$ cat src/rtl/hazard_fwd_scoreboard_pkg.sv
`default_nettype none
// ============================================================================
// Module   : hazard_pkg
// Brief    : Shared types and constants for the EX forwarding / load scoreboard.
// Revision : 1.0 - initial release
// ============================================================================
package hazard_pkg;

    // Default architectural register file size and its index width.
    localparam int NUM_REGS_DEF = 32;
    localparam int REG_AW       = $clog2(NUM_REGS_DEF);

    // Bypass source per EX operand; 2'b11 is reserved and never produced.
    typedef enum logic [1:0] {
        FWD_RF  = 2'b00,
        FWD_MEM = 2'b01,
        FWD_WB  = 2'b10
    } fwd_sel_e;

    // Control FSM states.
    typedef enum logic [1:0] {
        RUN   = 2'b00,
        STALL = 2'b01,
        FLUSH = 2'b10
    } haz_state_e;

    // Width needed to hold 0..max_out inclusive.
    function automatic int cnt_width(input int max_out);
        return $clog2(max_out + 1);
    endfunction

endpackage
`default_nettype wire

$ cat src/rtl/hazard_fwd_scoreboard_if.sv
`default_nettype none
// ============================================================================
// Module   : hazard_fwd_scoreboard_if
// Brief    : Pipeline-side bundle of the hazard/forwarding scoreboard.
//            master = pipeline control side, slave = scoreboard.
//            Perf counter signals exist only with HAZ_PERF_CNT_EN defined.
// Revision : 1.0 - initial release
// ============================================================================
interface hazard_fwd_scoreboard_if #(
    parameter int NUM_SRC  = 2,
    parameter int NUM_REGS = 32,
    parameter int PERF_W   = 32
);
    localparam int REG_AW = $clog2(NUM_REGS);

    // ID stage
    logic                      id_advance;
    logic [NUM_SRC*REG_AW-1:0] id_rs;
    logic [NUM_SRC-1:0]        id_rs_used;
    logic [REG_AW-1:0]         id_rd;
    logic                      id_is_load;
    // EX / MEM / WB stages
    logic [NUM_SRC*REG_AW-1:0] ex_rs;
    logic [NUM_SRC-1:0]        ex_rs_used;
    logic [REG_AW-1:0]         mem_rd;
    logic                      mem_wr_en;
    logic [REG_AW-1:0]         wb_rd;
    logic                      wb_wr_en;
    // Load responses and control
    logic                      ld_rsp_valid;
    logic [REG_AW-1:0]         ld_rsp_rd;
    logic                      flush;
    // Results
    logic [NUM_SRC*2-1:0]      fwd_sel;
    logic                      stall_id;
    logic                      bubble_ex;
    logic [NUM_REGS-1:0]       busy_vec;
    logic                      sb_err;
`ifdef HAZ_PERF_CNT_EN
    logic [PERF_W-1:0]         perf_stall_cnt;
    logic [PERF_W-1:0]         perf_fwd_cnt;
`endif

    modport master (
        output id_advance, id_rs, id_rs_used, id_rd, id_is_load,
        output ex_rs, ex_rs_used, mem_rd, mem_wr_en, wb_rd, wb_wr_en,
        output ld_rsp_valid, ld_rsp_rd, flush,
        input  fwd_sel, stall_id, bubble_ex, busy_vec, sb_err
`ifdef HAZ_PERF_CNT_EN
        , input perf_stall_cnt, perf_fwd_cnt
`endif
    );

    modport slave (
        input  id_advance, id_rs, id_rs_used, id_rd, id_is_load,
        input  ex_rs, ex_rs_used, mem_rd, mem_wr_en, wb_rd, wb_wr_en,
        input  ld_rsp_valid, ld_rsp_rd, flush,
        output fwd_sel, stall_id, bubble_ex, busy_vec, sb_err
`ifdef HAZ_PERF_CNT_EN
        , output perf_stall_cnt, perf_fwd_cnt
`endif
    );

endinterface
`default_nettype wire

$ cat src/rtl/hazard_fwd_scoreboard_fwd_select.sv
`default_nettype none
// ============================================================================
// Module   : fwd_select
// Brief    : Bypass source choice for one EX operand. MEM beats WB, and
//            register 0 never forwards.
// Revision : 1.0 - initial release
// ============================================================================
module fwd_select
    import hazard_pkg::*;
#(
    parameter int AW = REG_AW
) (
    input  logic [AW-1:0] i_rs,
    input  logic          i_used,
    input  logic [AW-1:0] i_mem_rd,
    input  logic          i_mem_wr_en,
    input  logic [AW-1:0] i_wb_rd,
    input  logic          i_wb_wr_en,
    output fwd_sel_e      o_sel
);
    logic w_mem_hit;
    logic w_wb_hit;

    assign w_mem_hit = i_used && i_mem_wr_en && (i_mem_rd != '0) && (i_mem_rd == i_rs);
    assign w_wb_hit  = i_used && i_wb_wr_en  && (i_wb_rd  != '0) && (i_wb_rd  == i_rs);

    // Youngest producer (MEM) wins over the older one (WB).
    always_comb begin
        o_sel = FWD_RF;
        if (w_mem_hit) begin
            o_sel = FWD_MEM;
        end else if (w_wb_hit) begin
            o_sel = FWD_WB;
        end
    end

endmodule
`default_nettype wire

$ cat src/rtl/hazard_fwd_scoreboard.sv
`default_nettype none
// ============================================================================
// Module   : hazard_fwd_scoreboard
// Brief    : EX operand bypass selection for NUM_SRC operands, per-register
//            load scoreboard, outstanding-load counter and the ID-stall /
//            EX-bubble control FSM with mispredict flush handling.
//            Optional: HAZ_PERF_CNT_EN adds stall / forward perf counters.
// Revision : 1.0 - initial release
// ============================================================================
module hazard_fwd_scoreboard
    import hazard_pkg::*;
#(
    parameter int NUM_SRC         = 2,
    parameter int NUM_REGS        = 32,
    parameter int MAX_OUTSTANDING = 4,
    parameter int PERF_W          = 32
) (
    input  logic                     clk,
    input  logic                     rst_n,
    hazard_fwd_scoreboard_if.slave   bus
);
    localparam int REG_AW = $clog2(NUM_REGS);
    localparam int CNT_W  = cnt_width(MAX_OUTSTANDING);

    logic [NUM_SRC*2-1:0] w_fwd_sel;
    logic [REG_AW-1:0]    w_id_rs [NUM_SRC];

    logic [NUM_REGS-1:0]  r_busy;
    logic [NUM_REGS-1:0]  w_busy_nxt;
    logic [CNT_W-1:0]     r_cnt;
    logic [CNT_W-1:0]     w_cnt_nxt;
    logic                 r_sb_err;
    logic                 w_err_evt;
    logic                 w_ld_issue;
    logic                 w_use_hazard;
    logic                 w_hazard;

    haz_state_e           r_state;
    haz_state_e           w_state_nxt;
    logic                 w_stall_id;
    logic                 w_bubble_ex;

    // ------------------------------------------------------------------
    // Per-operand bypass selection and ID source index extraction
    // ------------------------------------------------------------------
    for (genvar gi = 0; gi < NUM_SRC; gi++) begin : g_src
        fwd_sel_e w_sel;

        fwd_select #(
            .AW (REG_AW)
        ) u_fwd_select (
            .i_rs        (bus.ex_rs[gi*REG_AW +: REG_AW]),
            .i_used      (bus.ex_rs_used[gi]),
            .i_mem_rd    (bus.mem_rd),
            .i_mem_wr_en (bus.mem_wr_en),
            .i_wb_rd     (bus.wb_rd),
            .i_wb_wr_en  (bus.wb_wr_en),
            .o_sel       (w_sel)
        );

        assign w_fwd_sel[gi*2 +: 2] = w_sel;
        assign w_id_rs[gi]          = bus.id_rs[gi*REG_AW +: REG_AW];
    end

    // A load leaves ID for real only when the slot is not being squashed.
    assign w_ld_issue = bus.id_advance && bus.id_is_load && !bus.flush;

    // Scoreboard next value: clear on response, then set on issue so a new
    // load to the same register overrides the returning one. x0 never sets.
    always_comb begin
        w_busy_nxt = r_busy;
        for (int r = 0; r < NUM_REGS; r++) begin
            if (bus.ld_rsp_valid && (bus.ld_rsp_rd == REG_AW'(r))) begin
                w_busy_nxt[r] = 1'b0;
            end
        end
        for (int r = 1; r < NUM_REGS; r++) begin
            if (w_ld_issue && (bus.id_rd == REG_AW'(r))) begin
                w_busy_nxt[r] = 1'b1;
            end
        end
    end

    // Outstanding-load count; a response with nothing in flight is an error
    // and must not underflow the count.
    always_comb begin
        w_cnt_nxt = r_cnt;
        w_err_evt = bus.ld_rsp_valid && (r_cnt == '0);
        if (w_ld_issue && !bus.ld_rsp_valid) begin
            w_cnt_nxt = r_cnt + CNT_W'(1);
        end else if (!w_ld_issue && bus.ld_rsp_valid && (r_cnt != '0)) begin
            w_cnt_nxt = r_cnt - CNT_W'(1);
        end
    end

    // Scoreboard, count and sticky error registers.
    always_ff @(posedge clk or negedge rst_n) begin
        if (!rst_n) begin
            r_busy   <= '0;
            r_cnt    <= '0;
            r_sb_err <= 1'b0;
        end else begin
            r_busy   <= w_busy_nxt;
            r_cnt    <= w_cnt_nxt;
            r_sb_err <= r_sb_err | w_err_evt;
        end
    end

    // Any used ID source waiting on an in-flight load.
    always_comb begin
        w_use_hazard = 1'b0;
        for (int i = 0; i < NUM_SRC; i++) begin
            for (int r = 1; r < NUM_REGS; r++) begin
                if (bus.id_rs_used[i] && r_busy[r] && (w_id_rs[i] == REG_AW'(r))) begin
                    w_use_hazard = 1'b1;
                end
            end
        end
    end

    assign w_hazard = w_use_hazard ||
                      (bus.id_is_load && (r_cnt == CNT_W'(MAX_OUTSTANDING)));

    // Control FSM state register.
    always_ff @(posedge clk or negedge rst_n) begin
        if (!rst_n) begin
            r_state <= RUN;
        end else begin
            r_state <= w_state_nxt;
        end
    end

    // Control FSM next state and stall / bubble outputs; flush overrides all.
    always_comb begin
        w_state_nxt = r_state;
        w_stall_id  = 1'b0;
        w_bubble_ex = 1'b0;

        if (bus.flush) begin
            w_state_nxt = FLUSH;
        end else begin
            case (r_state)
                RUN:     w_state_nxt = w_hazard ? STALL : RUN;
                STALL:   w_state_nxt = w_hazard ? STALL : RUN;
                FLUSH:   w_state_nxt = RUN;
                default: w_state_nxt = RUN;
            endcase
        end

        w_stall_id  = w_hazard && !bus.flush && (r_state != FLUSH);
        w_bubble_ex = w_stall_id || bus.flush || (r_state == FLUSH);
    end

    assign bus.fwd_sel   = w_fwd_sel;
    assign bus.stall_id  = w_stall_id;
    assign bus.bubble_ex = w_bubble_ex;
    assign bus.busy_vec  = r_busy;
    assign bus.sb_err    = r_sb_err;

`ifdef HAZ_PERF_CNT_EN
    logic [PERF_W-1:0] r_perf_stall_cnt;
    logic [PERF_W-1:0] r_perf_fwd_cnt;
    logic [PERF_W-1:0] w_fwd_active;

    // Number of operands being bypassed this cycle.
    always_comb begin
        w_fwd_active = '0;
        for (int i = 0; i < NUM_SRC; i++) begin
            if (w_fwd_sel[i*2 +: 2] != 2'b00) begin
                w_fwd_active = w_fwd_active + PERF_W'(1);
            end
        end
    end

    // Free-running, wrapping perf counters.
    always_ff @(posedge clk or negedge rst_n) begin
        if (!rst_n) begin
            r_perf_stall_cnt <= '0;
            r_perf_fwd_cnt   <= '0;
        end else begin
            if (w_stall_id) begin
                r_perf_stall_cnt <= r_perf_stall_cnt + PERF_W'(1);
            end
            r_perf_fwd_cnt <= r_perf_fwd_cnt + w_fwd_active;
        end
    end

    assign bus.perf_stall_cnt = r_perf_stall_cnt;
    assign bus.perf_fwd_cnt   = r_perf_fwd_cnt;
`endif

endmodule
`default_nettype wire

$ cat src/flat_wrapper.sv
// flat-port wrapper written by rule: the top's interface ports become plain ports
module hazard_fwd_scoreboard_flat import hazard_pkg::*;
#(
    parameter int NUM_SRC         = 2,
    parameter int NUM_REGS        = 32,
    parameter int MAX_OUTSTANDING = 4,
    parameter int PERF_W          = 32
)
  (clk, rst_n, bus_id_advance, bus_id_rs, bus_id_rs_used, bus_id_rd, bus_id_is_load, bus_ex_rs, bus_ex_rs_used, bus_mem_rd, bus_mem_wr_en, bus_wb_rd, bus_wb_wr_en, bus_ld_rsp_valid, bus_ld_rsp_rd, bus_flush, bus_fwd_sel, bus_stall_id, bus_bubble_ex, bus_busy_vec, bus_sb_err);
  hazard_fwd_scoreboard_if #(.NUM_SRC(NUM_SRC), .NUM_REGS(NUM_REGS), .PERF_W(PERF_W)) bus_i ();
  input  logic clk;
  input  logic rst_n;
  input wire logic [$bits(bus_i.id_advance)-1:0] bus_id_advance;
  input wire logic [$bits(bus_i.id_rs)-1:0] bus_id_rs;
  input wire logic [$bits(bus_i.id_rs_used)-1:0] bus_id_rs_used;
  input wire logic [$bits(bus_i.id_rd)-1:0] bus_id_rd;
  input wire logic [$bits(bus_i.id_is_load)-1:0] bus_id_is_load;
  input wire logic [$bits(bus_i.ex_rs)-1:0] bus_ex_rs;
  input wire logic [$bits(bus_i.ex_rs_used)-1:0] bus_ex_rs_used;
  input wire logic [$bits(bus_i.mem_rd)-1:0] bus_mem_rd;
  input wire logic [$bits(bus_i.mem_wr_en)-1:0] bus_mem_wr_en;
  input wire logic [$bits(bus_i.wb_rd)-1:0] bus_wb_rd;
  input wire logic [$bits(bus_i.wb_wr_en)-1:0] bus_wb_wr_en;
  input wire logic [$bits(bus_i.ld_rsp_valid)-1:0] bus_ld_rsp_valid;
  input wire logic [$bits(bus_i.ld_rsp_rd)-1:0] bus_ld_rsp_rd;
  input wire logic [$bits(bus_i.flush)-1:0] bus_flush;
  output wire logic [$bits(bus_i.fwd_sel)-1:0] bus_fwd_sel;
  output wire logic [$bits(bus_i.stall_id)-1:0] bus_stall_id;
  output wire logic [$bits(bus_i.bubble_ex)-1:0] bus_bubble_ex;
  output wire logic [$bits(bus_i.busy_vec)-1:0] bus_busy_vec;
  output wire logic [$bits(bus_i.sb_err)-1:0] bus_sb_err;
  assign bus_i.id_advance = bus_id_advance;
  assign bus_i.id_rs = bus_id_rs;
  assign bus_i.id_rs_used = bus_id_rs_used;
  assign bus_i.id_rd = bus_id_rd;
  assign bus_i.id_is_load = bus_id_is_load;
  assign bus_i.ex_rs = bus_ex_rs;
  assign bus_i.ex_rs_used = bus_ex_rs_used;
  assign bus_i.mem_rd = bus_mem_rd;
  assign bus_i.mem_wr_en = bus_mem_wr_en;
  assign bus_i.wb_rd = bus_wb_rd;
  assign bus_i.wb_wr_en = bus_wb_wr_en;
  assign bus_i.ld_rsp_valid = bus_ld_rsp_valid;
  assign bus_i.ld_rsp_rd = bus_ld_rsp_rd;
  assign bus_i.flush = bus_flush;
  assign bus_fwd_sel = bus_i.fwd_sel;
  assign bus_stall_id = bus_i.stall_id;
  assign bus_bubble_ex = bus_i.bubble_ex;
  assign bus_busy_vec = bus_i.busy_vec;
  assign bus_sb_err = bus_i.sb_err;
  hazard_fwd_scoreboard #(.NUM_SRC(NUM_SRC), .NUM_REGS(NUM_REGS), .MAX_OUTSTANDING(MAX_OUTSTANDING), .PERF_W(PERF_W)) u_core (.clk(clk), .rst_n(rst_n), .bus(bus_i));
endmodule
$ cat config.mk
export PLATFORM = sky130hd
export DESIGN_NAME = hazard_fwd_scoreboard_flat
export DESIGN_NICKNAME = d
export VERILOG_FILES = /design/src/rtl/hazard_fwd_scoreboard_pkg.sv /design/src/rtl/hazard_fwd_scoreboard_if.sv /design/src/rtl/hazard_fwd_scoreboard_fwd_select.sv /design/src/rtl/hazard_fwd_scoreboard.sv /design/src/flat_wrapper.sv
export SDC_FILE = /design/constraint.sdc
export NUM_CORES = 1
export LEC_CHECK = 0
export ABC_AREA = 1
export CORE_ASPECT_RATIO = 0.7
export CORE_MARGIN = 2
export CORE_UTILIZATION = 50
export DETAILED_ROUTE_END_ITERATION = 8
export PLACE_DENSITY = 0.83
export SETUP_SLACK_MARGIN = 0.2
export SYNTH_ARGS = -nofsm -noshare
export SYNTH_HDL_FRONTEND = slang
export SYNTH_HIERARCHICAL = 1
export SYNTH_SLANG_ARGS = --single-unit
$ cat constraint.sdc
create_clock -name clk -period 3.6 [get_ports clk]
set_input_delay 0.72 -clock clk [delete_from_list [all_inputs] [get_ports clk]]
set_output_delay 0.72 -clock clk [all_outputs]
set_load 0.05 [all_outputs]
==> metrics.md <==
| Metric | Value |
|---|---|
| Most frequent cells in the layout | nand2_1, nor2_1, clkdlybuf4s50_1 |
| Vias per cell | 5.39 |
| Post-Synth XOR/XNOR Area | 0.548% |
| Chip width | 99.6 microns |
| Syn Std Cell Area | 3200 sq um |
| Worst Setup Path Type | input pin to primary output |
| Tcrit/Tclk final | 91.0% |
| Worst clock skew | 0.00294 ns |
| Sum Neg Setup Slack | 0 ns |
| Area Growth Syn to Fin | 33.6% |
| Outcome | finished clean |
| Adder-Cell Fraction of Synth Area | 0.626% |
| Die area | 7060 sq um |
| Core Area | 6220 sq um |
| Initial DRC count | 317 |
| FF-to-FF path depth | 10 |
| Commonest non-fill, non-tap cell in the layout | nand2_1 |
| Largest net degree at the start of global routing | 38 |
| Worst Max-Slew Pin Slew | 0.524 ns |
| Worst reg2reg endpoint | u_core/r_state[0] |
| Worst R2R Setup Slack | 2.18 ns |
| Fillers | 529 |
| Ys Warns | 6 |
| Via count | 4065 |
| Sequential-to-total area share from yosys stat | 28.9% |
| Final nets | 728 |
| Final worst setup slack | 0.324 ns |
| Total grt overflow | 0 |
| Total Routed Length | 12000 microns |
| RSZ-0062 raised after global routing | no |
| End point of the worst hold path | u_core/bus.sb_err |
| Hold crit path type | flop to flop |
| Main combinational cell family by area after synthesis | simple AND/OR/NAND/NOR gates |
| Max_cap viols | 0 |
| Power density cells | 355 nW/um^2 |
| Multi-input gate area in the final layout | 1910 sq um |
| Clk buf depth | 2 |
| 1st-pass router iterations | 5 |
| Post-synthesis cell type count | 25 |
| DR DRC count | 0 |
| TritonCTS clock tree | built |
| I/O pins | 91 |
| Synth Area per Inst | 5.47 sq um |
| CTS root buf | clkbuf_8 |
| Post-Syn Nets | 638 |
| Worst-path clk slew | 0.07 ns |
| Kind of start point of the critical path | input pin |
| Setup violation total in the final timing report | 0 |
| Ratio of cells with drive above 1 in the final layout | 6.36% |
| Critical Path RT | 2.88 ns |
| Final Hold Vio Count | 0 |
| Hold_sp | u_core/bus.sb_err |
| GRT Overall Usage | 34.5% |
| Peak VDD IR | 480 uV |
| Tmin final | 3.28 ns |
| Storage cell area | 926 sq um |
| First-pass GRT wire length | 18600 microns |
| Yosys reg bits | 37 |
| Initial antenna violation count | 0 |
| Cell count after synthesis | 585 |
| RePlAce Congestion | 0.974 |
| Simple-Gate Fraction of Synth Area | 49.2% |
| Vias in the first global route | 3605 |
| FMAX | 305 MHz |
| Mux cell area share after synthesis | 0.665% |
| Setup WS pre-CTS | 0.328 ns |
| Final Slew Violations | 0 |
| Compound-Gate Fraction of Synth Area | 8.45% |
| Detail Placement HPWL | 9600 microns |
| Final antenna-violating net count | 0 |
| Number of diodes | 0 |
| Die outline height | 70.9 microns |
| Worst Setup End Kind | primary output |
| Clock Latency Late Sink | 0.29 ns |
| Clock Sinks | 37 |
| WP data arrival | 2.56 ns |
| Crit Reg-Reg Startpoint | u_core/bus.busy_vec[21] |
| Max FO, Critical Path | 4 |
| Cell Rows | 24 |
| CTS Buf Count | 5 |
| Static leakage | 2.25 nW |
| Htree depth | 2 |
| Initial core utilization | 51.5% |
| Worst slew margin | 64.9% |
| WL per Instance | 15.9 microns |
| Hold-critical path depth | 1 |
| Buffers on Ports | 89 |
repair_timing:
action,CTS,global route
hold buffers,0,0
setup endpoints to repair,0,2
gates resized for setup,0,2
buffers inserted,0,0
critical path: stages:
cell	delay (ns)
clkdlybuf4s50_1	0.48
inv_1	0.17
nand2_2	0.10
nor2_1	0.14
nand2_1	0.07
nand2_1	0.07
nand2_1	0.05
nand2_1	0.13
nor2_2	0.05
nand2_1	0.09
nor2_2	0.06
a21oi_1	0.23
buf_12	0.18
through the flow:
| step | instance area, sq um | utilization [%] | hold slack, ns | instances | total power, mW |
|---|---|---|---|---|---|
| finish | 4270 | 68.7 | 0.503 | 754 | 1.52 |
| global route | 4270 | 68.7 | 0.537 | 754 | 1.58 |
| CTS | 4270 | 68.7 | 0.501 | 754 | 1.51 |
| detailed placement | 4170 | 67.0 | 0.473 | 746 | 1.18 |
| global placement | 4170 | 67.0 | 0.470 | 746 | 1.17 |
| floorplan | 3200 | - | 0.424 | 585 | 0.904 |
worst max-delay path by stage:
stage                            from            end  slack, ns  cells past startpoint
finish                   bus_id_rs[7]   bus_stall_id       0.32                     13
floorplan                bus_id_rs[9]   bus_stall_id       0.69                     11
CTS                 bus_id_rs_used[1]   bus_stall_id       0.32                     13
detailed placement  bus_id_rs_used[1]   bus_stall_id       0.33                     13
global route        bus_id_rs_used[0]  bus_bubble_ex       0.21                     12
global placement    bus_id_rs_used[1]   bus_stall_id       0.37                     13
where the power goes:
part / total, mW / switching, mW / internal (mW)
Clock: 0.318 / 0.145 / 0.173
Sequential: 0.582 / 0.103 / 0.479
Combinational: 0.616 / 0.394 / 0.221
Total: 1.52 / 0.643 / 0.873
cells by family after synthesis:
group / after synthesis
AO/OA/AOI/OAI: 53
XOR/XNOR: 2
adder cells (fa/ha/maj): 1
buffers and inverters: 90
flip-flops: 37
multiplexers: 2
other: 1
AND/OR/NAND/NOR: 399
per-layer routing:
metal,global-route usage [%],share of wire [%]
met4,5.94,1.2
met5,0,0
met1,52.4,43
met2,52.6,44
met3,5.63,11
sequential cells by signal, summed over array words and instances (netlist names):
name / flops
u_core/bus.busy_vec: 31
u_core/r_cnt: 3
u_core/r_state: 2
u_core/bus.sb_err: 1
synth_stat cells:
cell / number / share of area (%)
a21oi_1: 9 / 1.4
buf_4: 5 / 1.2
buf_6: 1 / 0.35
clkbuf_1: 4 / 0.47
clkbuf_2: 1 / 0.16
conb_1: 1 / 0.12
dfrtp_1: 37 / 29
fa_1: 1 / 0.63
inv_1: 68 / 8.0
inv_2: 11 / 1.3
mux2_2: 1 / 0.35
mux2i_1: 1 / 0.31
nand2_1: 240 / 28
nand2_2: 2 / 0.39
nand3_1: 22 / 3.4
nand4_1: 6 / 1.2
nor2_1: 119 / 14
nor2_2: 7 / 1.4
nor2_4: 1 / 0.35
o21ai_0: 40 / 6.3
o21ai_1: 2 / 0.31
o21bai_1: 1 / 0.23
o31ai_1: 1 / 0.23
or2_2: 2 / 0.39
xor2_1: 2 / 0.55
cell type report:
class,count,area share [%]
timing repair buffer,94,22.1
sequential,37,21.7
tap,78,2.28
clock buffer,7,2.25
multi-input combinational,458,44.7
clock inverter,1,0.117
inverter,79,6.94
Power figures use the tool's default switching activity.
==> variant 1, RTL diff (config.mk and constraints unchanged) <==
`NUM_SRC` is set to 2 in 3 places; all go to 1.
--- a/src/rtl/hazard_fwd_scoreboard_if.sv
+++ b/src/rtl/hazard_fwd_scoreboard_if.sv
@@ -7,7 +7,7 @@
 // Revision : 1.0 - initial release
 // ============================================================================
 interface hazard_fwd_scoreboard_if #(
-    parameter int NUM_SRC  = 2,
+    parameter int NUM_SRC  = 1,
     parameter int NUM_REGS = 32,
     parameter int PERF_W   = 32
 );
--- a/src/rtl/hazard_fwd_scoreboard.sv
+++ b/src/rtl/hazard_fwd_scoreboard.sv
@@ -10,7 +10,7 @@
 module hazard_fwd_scoreboard
     import hazard_pkg::*;
 #(
-    parameter int NUM_SRC         = 2,
+    parameter int NUM_SRC         = 1,
     parameter int NUM_REGS        = 32,
     parameter int MAX_OUTSTANDING = 4,
     parameter int PERF_W          = 32
--- a/src/flat_wrapper.sv
+++ b/src/flat_wrapper.sv
@@ -1,7 +1,7 @@
 // flat-port wrapper written by rule: the top's interface ports become plain ports
 module hazard_fwd_scoreboard_flat import hazard_pkg::*;
 #(
-    parameter int NUM_SRC         = 2,
+    parameter int NUM_SRC         = 1,
     parameter int NUM_REGS        = 32,
     parameter int MAX_OUTSTANDING = 4,
     parameter int PERF_W          = 32
Interface: changed (5 resized); port bits go from 91 to 77. No check against the original RTL was run, so the function may have changed too.
==> variant 1 against the unedited design <==
Non-clock buffer count down 18. Critical path type unchanged. Sequential cell count stayed put. Area after synthesis shrank 25%. Setup slack gained 29 ps. Total power down 5.6%. Via count is 31% lower. Routed wire length decreased by 34%. Final area fell by 22%. Combinational power is 16% lower. Largest power group is now registers. Highest routed layer is now met5.
==> variant 1: results <==
metrics = {
    "routing": {
        "viasPerCell": 5.50,
        "drtIter0Drc": 280,
        "drt_pass1_iterations": 6,
        "avgRoutedWirePerCell_um": 15.4,
    },
    "cells_and_area": {
        "layout.nets": 498,
        "drive_gt1_share_pct": 5.02,
    },
    "pwr": {
        "ir_drop_mv": 0.278,
        "leakagePower_uw": 0.00164,
    },
    "sta": {
        "worst_pin_slew_ps": 523,
    },
    "setup_path": {
        "crit_start": "bus_ex_rs[3]",
        "r2r-start": "u_core/r_cnt[0]$_DFFE_PN0P_",
        "r2r_setup_slack_ps": 2220,
        "reg2regPathDepth": 7,
        "crit_end": "bus_fwd_sel[0]",
        "crit_arrival_ps": 2530,
    },
    "grt": {
        "grt_pass1_wl_mm": 12.2,
        "grtUsageTotal_pct": 30.6,
        "first_global_vias": 2541,
        "antenna_found_initial": 1,
    },
    "synth": {
        "synth_nets": 419,
        "yosysUniqueCellTypes": 23,
        "synth_seq_area_share_pct": 38.8,
        "yosys-top-cells-count": "124 x nand2_1, 60 x nor2_1, 54 x inv_1",
    },
    "placed_design": {
        "pre_cts_slack_ps": 353,
        "gp_congestion": 0.929,
        "io_buffer_count": 75,
    },
    "clock_network": {
        "cts_buffer_depth": 2,
    },
    "outcome": {
        "outcome": "finished clean",
    },
}
[variant 1: changes by cell type in the layout (fill, tap and decap cells not counted), sizes merged, moves of 3 or more]
cell           change
a21oi              -4
buf                -8
clkdlybuf4s50      -8
inv               -21
nand2            -117
nand4              -3
nor2              -63
o21ai              +6
[variant 1: how the worst min path moves through the flow]
stage	start	end	cells past startpoint
finish	u_core/bus.sb_err$_DFF_PN0_	u_core/bus.sb_err$_DFF_PN0_	1
CTS	u_core/bus.sb_err$_DFF_PN0_	u_core/bus.sb_err$_DFF_PN0_	1
floorplan	rst_n	u_core/bus.busy_vec[10]$_DFFE_PN0P_	0
detailed placement	u_core/bus.sb_err$_DFF_PN0_	u_core/bus.sb_err$_DFF_PN0_	1
global route	u_core/bus.sb_err$_DFF_PN0_	u_core/bus.sb_err$_DFF_PN0_	1
global placement	u_core/bus.sb_err$_DFF_PN0_	u_core/bus.sb_err$_DFF_PN0_	1
[variant 1: power breakdown]
group | internal, µW | leakage [µW] | switching (µW) | total [µW]
Sequential | 479 | 0.000487 | 70.6 | 549
Clock | 207 | 0.0000543 | 155 | 363
Combinational | 187 | 0.00110 | 332 | 519
[variant 1: cell type report]
class / instances / area, µm²
clock buffers: 5 / 68.8
inverters: 58 / 218
fillers: 363 / 1130
multi-input cells: 279 / 1220
repair buffers: 76 / 778
clock inverters: 3 / 46.3
well taps: 55 / 68.8
flip-flops and latches: 37 / 926
[variant 1: logic make-up after synthesis]
group | share of synthesized area [%]
other | 0.157
adder cells (fa/ha/maj) | 0.839
AO/OA/AOI/OAI | 11.9
AND/OR/NAND/NOR | 36.6
buffers and inverters | 10.1
multiplexers | 0.891
XOR/XNOR | 0.734
flip-flops | 38.8
[variant 1: worst max-delay path, cell delays in order]
cell and delay (ps):
clkdlybuf4s50_1 550, inv_2 50, nand2_1 60, nand2_1 50, nor2_1 100, nand3_1 90
nor2_2 100, clkdlybuf4s50_1 800
[variant 1: routing by layer]
metal / track usage [%] / up-vias / wire [µm]
met5: 0 / - / 18
met2: 44.3 / 188 / 3200
met3: 12.8 / 15 / 1110
li1: - / 1330 / -
met1: 42.8 / 1284 / 3500
met4: 7.81 / 2 / 92
[variant 1: stage by stage]
step	utilization (%)	cells	total power (µW)	instance area [µm²]	hold WS, ps
detailed placement	72.1	505	1070	3210	471
finish	74.6	513	1430	3320	482
CTS	74.6	513	1430	3320	487
floorplan	-	378	840	2390	424
global route	74.6	513	1500	3320	504
global placement	72.1	505	1050	3210	477
==> variant 2, RTL diff (same flow settings) <==
Made on the original files. Re-encode `haz_state_e` (3 states) as one-hot, 3 bits wide.
--- a/src/rtl/hazard_fwd_scoreboard_pkg.sv
+++ b/src/rtl/hazard_fwd_scoreboard_pkg.sv
@@ -18,10 +18,10 @@
     } fwd_sel_e;
 
     // Control FSM states.
-    typedef enum logic [1:0] {
-        RUN   = 2'b00,
-        STALL = 2'b01,
-        FLUSH = 2'b10
+    typedef enum logic [2:0] {
+        RUN   = 3'b001,
+        STALL = 3'b010,
+        FLUSH = 3'b100
     } haz_state_e;
 
     // Width needed to hold 0..max_out inclusive.
Check against the original RTL: no difference found for any inputs over 10 cycles, from zero or initial values and one cycle with rst_n low; not proved beyond that.
==> variant 2 against the unedited design <==
Routed wire length shrank 5.4%. Area after synthesis grew 0.16%. Non-clock buffer count shrank 1. Total power shrank 2.1%. Combinational power is essentially flat. Final area grew 0.61%. Setup slack lost 64 ps. Clock power shrank 14%. Largest cell class unchanged. Register-to-register slack lost 100 ps. Sequential cell count grew 1.
==> variant 2: results <==
metrics = {
    "outcome": {
        "outcome": "finished clean",
    },
    "setup_path": {
        "r2r_end": "u_core/r_state[0]$_DFF_PN1_",
        "r2r-start": "u_core/bus.busy_vec[14]$_DFFE_PN0P_",
        "worstPathMaxFanout": 5,
        "reg2regPathDepth": 11,
        "max_stage_delay_ps": 520,
        "crit_start": "bus_id_rs[1]",
        "crit_arrival_ps": 2620,
        "r2r_setup_slack_ps": 2080,
    },
    "pwr": {
        "pg_comb_uw": 618,
        "p_switching_uw": 630,
        "ir_drop_mv": 0.355,
        "swShare_pct": 42.5,
        "leakagePower_uw": 0.00224,
        "powerSeq_uw": 591,
    },
    "clock_network": {
        "clk_pin_slew_worst_paths_ps": 70,
        "cts_root_buf": "clkbuf_8",
        "cts_buffer_depth": 2,
        "h-tree-depth": 2,
        "clock_latency_ps": 290,
    },
    "routing": {
        "dr_wl_met3_mm": 1.40,
        "drt_pass1_iterations": 6,
        "met1Wirelength_mm": 4.97,
        "met2_length_mm": 4.83,
        "viasPerCell": 5.42,
        "drtIter0Drc": 363,
        "avgRoutedWirePerCell_um": 15.1,
        "highest_layer": "met4",
    },
    "sta": {
        "finalSetupViolations": 0,
        "finClkSkew_ps": 7.73,
        "hold_ws_ps": 486,
        "period_share_pct": 92.8,
        "slew_headroom_pct": 46.1,
    },
    "grt": {
        "grt_start_max_net_pins": 39,
        "first_global_vias": 3619,
        "grt_pass1_wl_mm": 17.9,
        "grtUsageTotal_pct": 32.0,
    },
    "cells_and_area": {
        "layout.nets": 727,
        "fin_cells": 753,
        "largest_reg_flops": 31,
        "n_antenna_cell": 0,
        "drive_gt1_share_pct": 6.22,
    },
    "placed_design": {
        "place_hpwl_mm": 9.02,
        "io_buffer_count": 89,
        "pre_cts_slack_ps": 84.9,
        "dp_cells": 742,
        "gp_congestion": 1.00,
    },
    "min_path": {
        "hp-class": "flip-flop to flip-flop",
        "hold_path_depth": 1,
        "whs_endpoint": "u_core/bus.sb_err$_DFF_PN0_",
    },
    "synth": {
        "synth_seq_area_share_pct": 29.7,
        "ys_async_sr_fraction_pct": 100,
        "synth_nets": 634,
        "yosysUniqueCellTypes": 30,
        "yosys-top-cells-area": "dfrtp_1 29%, nand2_1 28%, nor2_1 14%",
        "syn_inst": 581,
        "yosys-top-cells-count": "236 x nand2_1, 123 x nor2_1, 63 x inv_1",
    },
}
variant 2: cell count changes in the layout (fill, tap and decap cells not counted), sizes merged, moves of 4 or more:
cell and change:
a21oi -4, o21ai +4, clkdlybuf4s50 -6, nand2 -5, inv -6
variant 2: area by class of cell:
type                    count  area [µm²]
clock buffers               8        80.1
fillers                   584        1920
inverters                  74         278
multi-input cells         462        1950
flip-flops and latches     38         952
well taps                  78        97.6
repair buffers             93         937
variant 2: per-stage QoR:
step | util [%] | instance area (µm²)
after CTS | 68.3 | 4250
after floorplan | - | 3200
after global routing | 69.2 | 4300
final | 69.2 | 4300
after global placement | 67.0 | 4170
after detailed placement | 67.0 | 4170
variant 2: cells by family (layout without fill, tap and decap cells):
group                    after synthesis  after routing  share of synthesized area, %
multiplexers                           2              2                         0.664
AO/OA/AOI/OAI                         54             54                          8.63
XOR/XNOR                               2              2                         0.547
other                                  1              1                         0.117
buffers and inverters                 81            175                          9.92
adder cells (fa/ha/maj)                1              1                         0.625
flip-flops                            38             38                          29.7
AND/OR/NAND/NOR                      402            402                          49.8
variant 2: worst max path at each step:
stage / endpoint
2_1_floorplan: bus_stall_id
3_3_place_gp: bus_stall_id
3_5_place_dp: bus_bubble_ex
4_1_cts: bus_bubble_ex
5_1_grt: bus_bubble_ex
6_report: bus_stall_id
variant 2: critical path, delay by kind of cell:
kind,cells,cell delay (ps)
compound gates,1,310
simple gates,6,820
buf+inv,3,770
variant 2: what timing repair did:
| action | in CTS | in global routing |
|---|---|---|
| pin swaps | 0 | 1 |
| setup buffers | 0 | 3 |
| gates resized for setup | 3 | 11 |
| setup endpoints to repair | 2 | 2 |
variant 2: metal layers:
metal | vias up | track usage, %
met2 | 264 | 47.9
li1 | 1966 | -
met5 | - | 0
met4 | 0 | 7.00
met1 | 1831 | 47.2
met3 | 24 | 7.71
